[config.mk]
export PLATFORM = sky130hd
export DESIGN_NAME = result_display
export DESIGN_NICKNAME = d
export VERILOG_FILES = /design/src/rtl/result_display.sv
export SDC_FILE = /design/constraint.sdc
export NUM_CORES = 1
export LEC_CHECK = 0
export ABC_AREA = 1
export CORE_MARGIN = 4
export CORE_UTILIZATION = 50
export DETAILED_ROUTE_END_ITERATION = 16
export GPL_TIMING_DRIVEN = 0
export PLACE_DENSITY_LB_ADDON = 0.08
export SLEW_MARGIN = 25
export SYNTH_ARGS = -nofsm -noshare
export SYNTH_HDL_FRONTEND = slang
export SYNTH_SLANG_ARGS = --single-unit
[constraint.sdc]
create_clock -name clk -period 10.2 [get_ports clk]
set_clock_uncertainty 0.05 [all_clocks]
set_input_delay 1.02 -clock clk [delete_from_list [all_inputs] [get_ports clk]]
set_output_delay 1.02 -clock clk [all_outputs]
set_load 0.1 [all_outputs]
[src/rtl/result_display.sv]
// Sequential binary-to-BCD converter (double-dabble, one bit per cycle) driving a
// multiplexed eight-digit active-low seven-segment display with leading-zero blanking.
module result_display #(
    parameter int unsigned REFRESH_DIV = 1000
) (
    input  logic        clk,
    input  logic        clear,
    input  logic        load,
    input  logic [31:0] value,
    output logic        busy,
    output logic        ready,
    output logic        overflow,
    output logic [31:0] bcd,
    output logic [7:0]  digit_sel,
    output logic [6:0]  segments,
    output logic [1:0]  state_dbg
);

    typedef enum logic [1:0] {
        IDLE    = 2'd0,
        CONVERT = 2'd1,
        DONE    = 2'd2
    } state_t;

    state_t      state, state_nxt;
    logic        start_q;
    logic        accept;
    logic [4:0]  bit_cnt;
    logic [31:0] shift_q;
    logic [39:0] scratch_q;
    logic [39:0] scratch_adj;
    logic [39:0] scratch_nxt;
    logic [15:0] refresh_cnt;
    logic [2:0]  digit_idx;
    logic [3:0]  nibble;
    logic [31:0] upper;
    logic [6:0]  seg_nxt;

    // Handshake: load is a one-cycle strobe honoured only outside CONVERT. The value
    // is captured on that edge, CONVERT starts one edge later and lasts 32 cycles,
    // then ready stays high (bcd valid) until the next accepted load or clear.
    assign accept = load && (state != CONVERT) && !start_q;

    always_ff @(posedge clk or posedge clear) begin
        if (clear) state <= IDLE;
        else       state <= state_nxt;
    end

    always_comb begin
        state_nxt = state;
        case (state)
            IDLE, DONE: if (start_q) state_nxt = CONVERT;
            CONVERT:    if (bit_cnt == 5'd31) state_nxt = DONE;
            default:    state_nxt = IDLE;
        endcase
    end

    always_comb begin
        busy      = (state == CONVERT);
        ready     = (state == DONE);
        state_dbg = state;
    end

    always_comb begin
        scratch_adj = scratch_q;
        for (int i = 0; i < 10; i++) begin
            if (scratch_q[4*i +: 4] >= 4'd5)
                scratch_adj[4*i +: 4] = scratch_q[4*i +: 4] + 4'd3;
        end
        scratch_nxt = {scratch_adj[38:0], shift_q[31]};
    end

    always_ff @(posedge clk or posedge clear) begin
        if (clear) begin
            start_q   <= 1'b0;
            bit_cnt   <= 5'd0;
            shift_q   <= 32'd0;
            scratch_q <= 40'd0;
            bcd       <= 32'd0;
            overflow  <= 1'b0;
        end else begin
            start_q <= accept;
            if (accept) begin
                shift_q   <= value;
                scratch_q <= 40'd0;
                bit_cnt   <= 5'd0;
            end else if (state == CONVERT) begin
                {scratch_q, shift_q} <= {scratch_adj[38:0], shift_q, 1'b0};
                bit_cnt <= bit_cnt + 5'd1;
                // Results only move on the final shift, so an aborted run never leaks out.
                if (bit_cnt == 5'd31) begin
                    bcd      <= scratch_nxt[31:0];
                    overflow <= |scratch_nxt[39:32];
                end
            end
        end
    end

    always_comb begin
        nibble = bcd[{digit_idx, 2'b00} +: 4];
        upper  = bcd >> {digit_idx, 2'b00};
        if (overflow) begin
            seg_nxt = 7'h3F;
        end else if ((digit_idx != 3'd0) && (upper == 32'd0)) begin
            seg_nxt = 7'h7F;
        end else begin
            case (nibble)
                4'd0:    seg_nxt = 7'h40;
                4'd1:    seg_nxt = 7'h79;
                4'd2:    seg_nxt = 7'h24;
                4'd3:    seg_nxt = 7'h30;
                4'd4:    seg_nxt = 7'h19;
                4'd5:    seg_nxt = 7'h12;
                4'd6:    seg_nxt = 7'h02;
                4'd7:    seg_nxt = 7'h78;
                4'd8:    seg_nxt = 7'h00;
                4'd9:    seg_nxt = 7'h10;
                default: seg_nxt = 7'h7F;
            endcase
        end
    end

    // Scan runs regardless of the converter; outputs trail digit_idx by one edge.
    always_ff @(posedge clk or posedge clear) begin
        if (clear) begin
            refresh_cnt <= 16'd0;
            digit_idx   <= 3'd0;
            digit_sel   <= 8'hFE;
            segments    <= 7'h40;
        end else begin
            if (refresh_cnt == 16'(REFRESH_DIV - 1)) begin
                refresh_cnt <= 16'd0;
                digit_idx   <= digit_idx + 3'd1;
            end else begin
                refresh_cnt <= refresh_cnt + 16'd1;
            end
            digit_sel <= ~(8'd1 << digit_idx);
            segments  <= seg_nxt;
        end
    end

endmodule

# [Word level (Yosys, flattened, before mapping)]
# Memory sizes are Yosys's and may differ from the RTL's.
# Index checks and enable logic that the tools add are counted.
[totals] register_bits=147 mem_bits_ro=112 input_bits=35 out_inout_bits=52 word_cells=81 n_memories=1
[classes] addsub=13 n_lt_le_gt_ge=10 eq_ne=7 shift=3 n_mux=22 n_bitwise=2 reduce_logical=12
[memory_table] memory="(name not given)" words=16 width=7 rd=1 rd_ports_with_merged_regs=0 wr=0 line_no="107" text="case (nibble)"
[ops] operator="$mux 40" n=2
[ops] operator="$mux 32" n=2
[ops] operator="$ge 4x3->1 const B" n=10
[ops] operator="$add 4x2->4 const B" n=9
[ops] operator="$mux 4" n=9
[ops] operator="$logic_not 32->1" n=1
[ops] operator="$shiftx 32x6->4" n=1
[ops] operator="$shr 32x5->32" n=1
[ops] operator="$add 16x1->16 const B" n=1
[ops] operator="$eq 16x10->1 const B" n=1
[ops] operator="$mux 16" n=1
[ops] operator="$mux 7" n=2
[ops] operator="$mux 5" n=2
[ops] operator="$not 8->8" n=1
[ops] operator="$reduce_or 8->1" n=1
[ops] operator="$shl 1x3->8 const A" n=1
[ops] operator="$add 5x1->5 const B" n=1
[ops] operator="$eq 5x5->1 const B" n=1
[ops] operator="$mux 2" n=2
[ops] operator="$ne 2x1->1 const B" n=2
[ops] operator="$pmux 2 s2" n=1
[ops] operator="$add 3x1->3 const B" n=1
[ops] operator="$add 3x2->3 const B" n=1
[ops] operator="$logic_and 1x1->1" n=3
[ops] operator="12 further kinds" n=12

# [Logic depth before layout (Yosys ltp)]
# Gate-level depths: netlist of the first run.
[logic_depth] ltp_word=5 depth_mapped=15 ltp_nobuf=14

# [Worst setup path before layout of the first run]
# No wires, ideal clock.
[synth_path] kind="register -> output" start="reg state[0], in the netlist state_dbg[0]" end="out busy" arrival_ps=2416 t_required_ps=9130 setup_slack_ps=6714 path_stages_with_launch=5 n_path_buf=2 cell_sequence="dfrtp_1 -> inv_1 -> nor2_1 -> buf_2 -> buf_1"
[synth_via] elab_chain_cells=1
[synth_lines] item="from (decl)" line_no="25" text="state_t state, state_nxt;"
[synth_lines] item="from (signal assigned)" line_no="46" text="else state <= state_nxt;"
[synth_lines] item="$eq 2x1->1" line_no="59" text="busy = (state == CONVERT);"
[synth_lines] item="to (decl)" line_no="10" text="output logic busy,"
# Every way passes these cells.

# [Final worst setup path of the first run]
# Same ends and word-level chain as after synthesis.

==> reports/results.txt, run 1 <==
Simple-Gate Fraction of Synth Area = 0.222
Port Buffer Count = 86
global-route wire length before repair = 30800 um
pin count of the biggest net entering global routing = 101
I/O pins = 87
syn_area_per_cell = 8.32 um2
Initial Utilization = 0.516
met1 wire length = 8710 um
Hold Violations, Final = 0
setup violators final = 0
# DRC = 0
Final Slew Violations = 0
Synth Cell Area = 7620 um2
reg2reg start = digit_idx[1]
# diodes = 0
top cell type by total area after synthesis = dfrtp_1
Rows = 44
Clk Latency, worst-skew pair = 0.42 ns
Worst Path Arrival = 2.88 ns
Tmin final = 3.95 ns
Leak Pwr = 4.48 nW
Max IR drop VDD = 198 uV
first-iteration detailed-routing DRC count = 312
largest family of logic cells by synthesized area = simple AND/OR/NAND/NOR gates
post-synth top area share = 0.457
CTS Buf Count = 17
number of buffers inserted by hold repair at cts = 0
Worst-Margin Slew = 0.988 ns
share of the yosys chip area belonging to registers = 0.484
RSZ-0062 raised after global routing = false
P&R area growth vs syn = 22.9%
Worst setup EP type = primary output
reg2reg end = segments[6]
number of synthesized flops with an enable pin = 0
crit path to = busy
max_cap viols = 0
Post-Synth Adder-Cell Area = 0.0559
f_max = 253 MHz
CTS tree = built
TNS Setup = 0 ns
Syn Nets = 984
Post-CTS Setup Inserts = 0
Yosys reg bits = 147
H-tree levels = 4
worst r2r path cells = 14
multiplexer area fraction after synthesis = 0
DR WL/cell = 15.2 um
async set or reset register ratio after synthesis = 1.00
reg2reg setup slack = 7.87 ns
Synth Area in Compound Gates = 0.139
max_slew headroom = 0.339
CTS Sinks = 147
Crit path required time = 9.13 ns
total wire length = 18500 um
Die Height = 131 um
DRT Pass-1 Iters = 5
GPL Wtd Cong = 0.932
metal2 WL = 8830 um
top cells by area, synth = dfrtp_1 46%, nand2_1 12%, ha_1 5.6%, inv_1 4.9%, nand3_1 4.9%
Vias per Instance = 5.37
die area = 17300 um2
power density over the cells = 332 nW/um2
final net count = 1090
Post-Synthesis Cells = 915
Total GRT Usage = 0.216
Clock Pin Slew Worst Setup and Hold Paths = 0.06 ns
core footprint = 14800 um2
status = finished clean
area share of xor/xnor cells in the synthesized design = 0.0195
GRT overflow = 0
Synth cell types = 42
CTS root buffer = clkbuf_16
CP Launch Type = flip-flop
hpwl dp = 13400 um
final core utilization = 0.634
via count = 6540
fraction of layout cells with a size suffix above 1 = 0.0822
post-route ant nets = 0
met3 WL post-DR = 836 um
DR top layer = met4
Synth Flop Type = dfrtp_1
Critical Path Fanout Max = 10
Hold WC Path Type = reg -> reg
Die W = 131 um
vias in the first global route = 6246
post_cts resized = 0
Clock Path Buffers = 2
Synth Warn # = 0
Setup CP Type = reg -> out
Tcrit/Tclk final = 0.388
initial antenna violation count = 0
crit path launch = state_dbg[0]
cell usage in the layout (no fill, tap or decap), types with 2 or more instances in the layout:
master,n
or2_2,9
buf_1,4
nand2_1,245
inv_2,6
nor3_1,4
dfstp_2,8
o21ai_0,74
clkbuf_16,17
o221ai_1,2
bufinv_16,3
buf_6,3
nor2_1,40
xnor2_1,2
clkbuf_1,18
o211ai_1,8
clkinv_4,4
ha_1,34
inv_1,99
o21ai_1,2
a22oi_1,23
a211oi_1,5
dfrtp_1,139
o22ai_1,42
buf_2,14
inv_6,4
xor2_1,15
nand3_1,75
nand4_1,6
a21oi_2,2
a21oi_1,18
and2_1,3
clkdlybuf4s50_1,86
worst min path at each step:
stage	startpoint	to	cells past startpoint
final	refresh_cnt[0]	refresh_cnt[0]	1
after global routing	refresh_cnt[0]	refresh_cnt[0]	1
after CTS	refresh_cnt[0]	refresh_cnt[0]	1
after detailed placement	refresh_cnt[0]	refresh_cnt[0]	1
after global placement	bit_cnt[3]	bit_cnt[3]	1
after floorplan	bit_cnt[3]	bit_cnt[3]	1
cells in the mapped netlist (2+ instances only):
cell type  number
a211oi_1        5
a21oi_1        18
a21oi_2         2
a22oi_1        23
and2_1          3
buf_1           4
buf_2          14
buf_6           3
clkbuf_1       17
dfrtp_1       139
dfstp_2         8
ha_1           34
inv_1         100
inv_2           6
nand2_1       245
nand3_1        75
nand4_1         6
nor2_1         40
nor3_1          4
o211ai_1        8
o21ai_0        74
o21ai_1         2
o221ai_1        2
o22ai_1        42
or2_2           9
xnor2_1         2
xor2_1         15
stage by stage:
step           instances  instance area (um2)  hold WS [ns]  total power, W  setup WS (ns)
5_1_grt             1218                 9360         0.428         0.00333           6.09
3_5_place_dp        1186                 8740         0.409         0.00245           6.71
2_1_floorplan        915                 7620         0.383         0.00208           5.19
3_3_place_gp        1185                 8710         0.401         0.00242           3.16
4_1_cts             1218                 9360         0.417         0.00312           6.24
6_report            1218                 9360         0.411         0.00311           6.25
final cells by class:
class / instances / area [um2]
buffer: 40 / 205
fill: 1301 / 5400
tap: 184 / 230
clock buffer: 19 / 443
clock inverter: 13 / 173
multi-input combinational: 622 / 3320
sequential: 147 / 3690
inverter: 106 / 405
timing repair buffer: 87 / 888
sequential cells by signal, summed over array words and instances, names as in the netlist, 2 cells and up:
signal and count:
scratch_q 40, digit_sel 8, digit_idx 3, bit_cnt 5, bcd 32, segments 7
state_dbg 2, shift_q 32, refresh_cnt 16
layer usage:
metal  global-route usage  up-vias
met4               0.0467        0
met5                    0        -
met1                0.301     3140
met2                0.353      149
met3               0.0463       18
li1                     -     3233
worst max-delay path, stage by stage (launching register included):
cell and delay [ns]:
dfrtp_1 0.39, inv_1 0.05, nor2_1 0.13, buf_2 0.26, buf_1 0.40, clkdlybuf4s50_1 1.22
power breakdown:
group / total, W / leakage, nW / switching [W] / internal, W
Clock: 0.000648 / 0.299 / 0.000253 / 0.000395
Sequential: 0.000954 / 1.87 / 0.000159 / 0.000795
Combinational: 0.00150 / 2.31 / 0.00104 / 0.000461
Total: 0.00311 / 4.48 / 0.00146 / 0.00165
kinds of logic after synthesis:
group / after synthesis
buffers and inverters: 146
AO/OA/AOI/OAI: 178
XOR/XNOR: 17
flip-flops: 147
adder cells (fa/ha/maj): 34
AND/OR/NAND/NOR: 393
No activity file was read; power rests on OpenSTA's default activity.
==> run 2: changes to the inputs <==
clock period = 3.62 ns   (was 10.2 ns; I/O delays follow)
==> reports/results.txt, run 2 (synthesized netlist as in run 1, its figures left out) <==
Rows = 44 (unchanged)
worst path bufs/invs = 4 (unchanged)
max_slew headroom = 0.345 (was 0.339)
status = finished clean (unchanged)
Initial Utilization = 0.516 (unchanged)
# DRC = 0 (unchanged)
total power draw = 0.00867 W (was 0.00311 W)
first-iteration detailed-routing DRC count = 433 (was 312)
P&R area growth vs syn = 23.3% (was 22.9%)
die area = 17300 um2 (unchanged)
DR WL/cell = 15.2 um (about the same)
CTS Sinks = 147 (unchanged)
crit path cell chain = inv_1 -> nor2_1 -> buf_2 -> buf_1 -> clkdlybuf4s50_1 (unchanged)
Post-CTS Setup Inserts = 0 (unchanged)
Die Height = 131 um (unchanged)
Total GRT Usage = 0.222 (was 0.216)
number of buffers inserted by hold repair at cts = 0 (unchanged)
CTS root buffer = clkbuf_16 (unchanged)
DRT Pass-1 Iters = 5 (unchanged)
switching power total = 0.00406 W (was 0.00146 W)
Comb pwr share = 0.492 (was 0.484)
initial antenna violation count = 0 (unchanged)
global-route wire length before repair = 31400 um (was 30800 um)
Final Cell Area = 9390 um2 (was 9360 um2)
pin count of the biggest net entering global routing = 33 (was 101)
I/O pins = 87 (unchanged)
Clk network pwr share = 0.198 (was 0.209)
Sw Ratio = 0.468 (was 0.469)
GRT overflow = 0 (unchanged)
max reg flops = 40 (unchanged)
Hold Violations, Final = 0 (unchanged)
Internal Power = 0.00461 W (was 0.00165 W)
Clock Pin Slew Worst Setup and Hold Paths = 0.06 ns (about the same)
H-tree levels = 4 (unchanged)
# diodes = 0 (unchanged)
via count = 6591 (was 6540)
Clock Path Buffers = 2 (unchanged)
Crit path required time = 3.21 ns (was 9.13 ns)
Leak Pwr = 4.49 nW (was 4.48 nW)
post-route ant nets = 0 (unchanged)
Critical Path Fanout Max = 10 (unchanged)
Post-DP Area = 8810 um2 (was 8740 um2)
fraction of layout cells with a size suffix above 1 = 0.0839 (was 0.0822)
worst setup margin = 0.348 ns (was 6.25 ns)
Crit path max-delay family = buffers and inverters (unchanged)
CTS tree = built (unchanged)
Worst-Margin Slew = 0.979 ns (was 0.988 ns)
leading cell type in the layout, fill and taps excluded = nand2_1 (unchanged)
TNS Setup = 0 ns (unchanged)
Worst Path Arrival = 2.86 ns (was 2.88 ns)
Filler Cell Count = 1260 (was 1301)
Max IR drop VDD = 699 uV (was 198 uV)
Clk Latency, worst-skew pair = 0.42 ns (about the same)
Port Buffer Count = 86 (unchanged)
final core utilization = 0.636 (was 0.634)
Setup CP Type = reg -> out (unchanged)
Final Slew Violations = 0 (unchanged)
power density over the cells = 923 nW/um2 (was 332 nW/um2)
CP Launch Type = flip-flop (unchanged)
Max stage delay on crit path = 1.22 ns (about the same)
vias in the first global route = 6449 (was 6246)
total wire length = 18600 um (was 18500 um)
Hold WC Path Type = in -> async (was reg -> reg)
RSZ-0062 raised after global routing = false (unchanged)
GPL Wtd Cong = 0.912 (was 0.932)
final net count = 1094 (was 1090)
f_max = 306 MHz
Tmin final = 3.27 ns
pre-CTS WS = 0.793 ns (was 6.71 ns)
commonest non-fill, non-tap cells in the layout = 245 x nand2_1, 139 x dfrtp_1, 99 x inv_1 (unchanged)
post_cts resized = 0 (unchanged)
most flop-heavy register = scratch_q (unchanged)
Vias per Instance = 5.40 (was 5.37)
max_cap viols = 0 (unchanged)
core footprint = 14800 um2 (unchanged)
Top Registers = scratch_q (40), bcd (32), shift_q (32) (unchanged)
Die W = 131 um (unchanged)
hpwl dp = 13700 um (was 13400 um)
Reg power frac = 0.310 (was 0.307)
highest-delay cell along the critical path = clkdlybuf4s50_1 (unchanged)
CTS Buf Count = 17 (unchanged)
setup violators final = 0 (unchanged)
Worst setup EP type = primary output (unchanged)
Tcrit/Tclk final = 0.904
## run 2: power by group through the flow
stage | clock [W] | combinational [W] | sequential (W)
finish | 0.00172 | 0.00426 | 0.00269
global route | 0.00183 | 0.00471 | 0.00275
CTS | 0.00174 | 0.00426 | 0.00268
detailed placement | 0 | 0.00423 | 0.00270
global placement | 0 | 0.00415 | 0.00269
floorplan | 0 | 0.00224 | 0.00362
## run 2: layout make-up
cell class | instances | area, um2 | share of cell area
sequential | 147 | 3690 | 0.393
multi-input combinational | 622 | 3320 | 0.354
timing repair buffer | 91 | 961 | 0.102
clock buffer | 22 | 474 | 0.0505
inverter | 106 | 402 | 0.0428
tap | 184 | 230 | 0.0245
buffer | 40 | 205 | 0.0219
clock inverter | 9 | 104 | 0.0111
## run 2: metrics by stage
stage	hold WS (ns)	cells
after floorplan	0.383	915
after global placement	0.403	1185
after detailed placement	0.408	1190
after CTS	0.169	1221
after global routing	0.186	1221
final	0.179	1221
## run 2: routing by layer
layer	GRT usage	up-vias	part of all wire
li1	-	3258	-
met5	0	-	0
met2	0.346	159	0.47
met1	0.318	3151	0.48
met3	0.0417	23	0.037
met4	0.0648	0	0.013
## run 2: worst reg2reg max path: stages (launching register included)
cell and delay (ns):
dfrtp_1 0.41, buf_2 0.19, inv_2 0.15, buf_4 0.22, nand3_1 0.10, nand2_1 0.10, nand2_1 0.07, nand2_1 0.16
ha_1 0.20, nand3_1 0.08, nor2_1 0.09, nand2_1 0.09, nor2_4 0.10, nand3_4 0.12, a21oi_2 0.14
## run 2: worst paths after layout
kind	cells after the start	endpoint	slack (ns)	startpoint
setup / recovery	5	busy	0.35	state_dbg[0]
hold / removal	2	bcd[13]	0.18	clear
setup reg to reg	14	segments[6]	1.28	digit_idx[1]
hold reg to reg	1	bit_cnt[3]	0.41	bit_cnt[3]
max in group asynchronous	5	digit_sel[7]	2.42	clear
min in group clk	1	bit_cnt[3]	0.41	bit_cnt[3]
==> run 3: changes to the inputs <==
CORE_ASPECT_RATIO = 1.4   (was default)
==> reports/results.txt, run 3 (synthesized netlist as in run 1, its figures left out) <==
status = finished clean (unchanged)
reg2reg setup slack = 1.26 ns (was 1.28 ns)
hpwl dp = 14000 um (was 13700 um)
Die Height = 154 um (was 131 um)
Filler Cell Count = 1348 (was 1260)
RSZ-0062 raised after global routing = false (unchanged)
Worst setup EP type = primary output (unchanged)
Tcrit/Tclk final = 0.906 (was 0.904)
worst r2r path cells = 14 (unchanged)
Tmin final = 3.28 ns (was 3.27 ns)
Setup CP Type = reg -> out (unchanged)
Hold WC Path Type = in -> async (unchanged)
vias in the first global route = 6482 (was 6449)
Reg power frac = 0.308 (was 0.310)
DR WL/cell = 15.1 um (was 15.2 um)
final net count = 1094 (unchanged)
Critical Path Fanout Max = 10 (unchanged)
via count = 6521 (was 6591)
Vias per Instance = 5.31 (was 5.40)
leading cell type in the layout, fill and taps excluded = nand2_1 (unchanged)
H-tree levels = 4 (unchanged)
final core utilization = 0.629 (was 0.636)
Max IR drop VDD = 530 uV (was 699 uV)
GRT overflow = 0 (unchanged)
GPL Wtd Cong = 0.899 (was 0.912)
pre-CTS WS = 0.777 ns (was 0.793 ns)
Post-CTS Setup Inserts = 0 (unchanged)
Top Registers = scratch_q (40), bcd (32), shift_q (32) (unchanged)
global-route wire length before repair = 31300 um (was 31400 um)
max reg flops = 40 (unchanged)
P&R area growth vs syn = 23.8% (was 23.3%)
Port Buffer Count = 86 (unchanged)
Clk Latency, worst-skew pair = 0.41 ns (was 0.42 ns)
most flop-heavy register = scratch_q (unchanged)
CTS tree = built (unchanged)
DRT Pass-1 Iters = 5 (unchanged)
switching power total = 0.00409 W (was 0.00406 W)
I/O pins = 87 (unchanged)
fraction of layout cells with a size suffix above 1 = 0.0849 (was 0.0839)
initial antenna violation count = 0 (unchanged)
first-iteration detailed-routing DRC count = 310 (was 433)
Clock Path Buffers = 2 (unchanged)
Final Slew Violations = 0 (unchanged)
Worst Path Arrival = 2.87 ns (was 2.86 ns)
die area = 17300 um2 (about the same)
number of buffers inserted by hold repair at cts = 0 (unchanged)
Crit path required time = 3.21 ns (about the same)
worst setup margin = 0.342 ns (was 0.348 ns)
Clock Pin Slew Worst Setup and Hold Paths = 0.06 ns (about the same)
Sw Ratio = 0.468 (about the same)
post-route ant nets = 0 (unchanged)
# diodes = 0 (unchanged)
Comb pwr share = 0.487 (was 0.492)
Leak Pwr = 4.49 nW (about the same)
reg2reg end = segments[6] (unchanged)
Die W = 112 um (was 131 um)
crit path launch = state_dbg[0] (unchanged)
pin count of the biggest net entering global routing = 33 (unchanged)
f_max = 305 MHz (was 306 MHz)
Worst-Margin Slew = 0.986 ns (was 0.979 ns)
crit path to = busy (unchanged)
Rows = 53 (was 44)
max_slew headroom = 0.340 (was 0.345)
total wire length = 18500 um (was 18600 um)
Internal Power = 0.00464 W (was 0.00461 W)
# DRC = 0 (unchanged)
setup violators final = 0 (unchanged)
core footprint = 15000 um2 (was 14800 um2)
TNS Setup = 0 ns (unchanged)
Clk network pwr share = 0.205 (was 0.198)
commonest non-fill, non-tap cells in the layout = 245 x nand2_1, 139 x dfrtp_1, 99 x inv_1 (unchanged)
power density over the cells = 926 nW/um2 (was 923 nW/um2)
post_cts resized = 0 (unchanged)
reg2reg start = digit_idx[1] (unchanged)
Hold Violations, Final = 0 (unchanged)
CP Launch Type = flip-flop (unchanged)
CTS Buf Count = 17 (unchanged)
max_cap viols = 0 (unchanged)
Total GRT Usage = 0.222 (about the same)
Initial Utilization = 0.508 (was 0.516)
CTS root buffer = clkbuf_16 (unchanged)
CTS Sinks = 147 (unchanged)
==> run 3: cell types whose count changed in the layout (fill, tap and decap cells not counted) <==
cell	change
clkbuf_8	-2
clkinv_2	-2
clkinv_4	+2
clkinvlp_4	+2
buf_12	-1
buf_16	+1
bufinv_16	+1
clkbuf_1	-1
==> run 3: layout make-up <==
type,count,area (um2),share of cell area
sequential,147,3690,0.391
multi-input combinational,622,3320,0.353
timing repair buffer,91,968,0.103
clock buffer,19,443,0.0470
inverter,106,402,0.0426
tap,192,240,0.0255
buffer,40,205,0.0218
clock inverter,12,156,0.0166
==> run 3: metal layers <==
metal,global-route usage,vias up,share of wire
li1,-,3245,-
met3,0.0433,31,0.034
met2,0.411,137,0.54
met1,0.253,3108,0.40
met4,0.0727,0,0.022
met5,0,-,0
==> run 3: worst min-delay path by stage <==
stage	start	to	slack [ns]	cells past startpoint
CTS	clear	shift_q[10]	0.24	2
detailed placement	refresh_cnt[0]	refresh_cnt[0]	0.41	1
finish	clear	shift_q[10]	0.24	2
global placement	refresh_cnt[0]	refresh_cnt[0]	0.40	1
global route	clear	shift_q[11]	0.27	2
floorplan	bit_cnt[3]	bit_cnt[3]	0.38	1
==> run 3: power by group through the flow <==
stage	Combinational [W]	Clock, W	Sequential (W)
final	0.00425	0.00179	0.00269
after global routing	0.00469	0.00189	0.00276
after CTS	0.00428	0.00182	0.00269
after detailed placement	0.00426	0	0.00271
after global placement	0.00418	0	0.00270
after floorplan	0.00224	0	0.00362
==> run 3: critical path, cell delays in order (launching register included) <==
cell and delay, ns:
dfrtp_1 0.41, inv_1 0.05, nor2_1 0.14, buf_2 0.26, buf_1 0.38, clkdlybuf4s50_1 1.22
==> run 3: metrics by stage <==
step	power (W)	instances	hold slack (ns)	area, um2
global placement	0.00688	1193	0.398	8720
CTS	0.00878	1229	0.238	9430
global route	0.00935	1229	0.268	9430
floorplan	0.00586	915	0.383	7620
finish	0.00873	1229	0.237	9430
detailed placement	0.00696	1198	0.406	8830
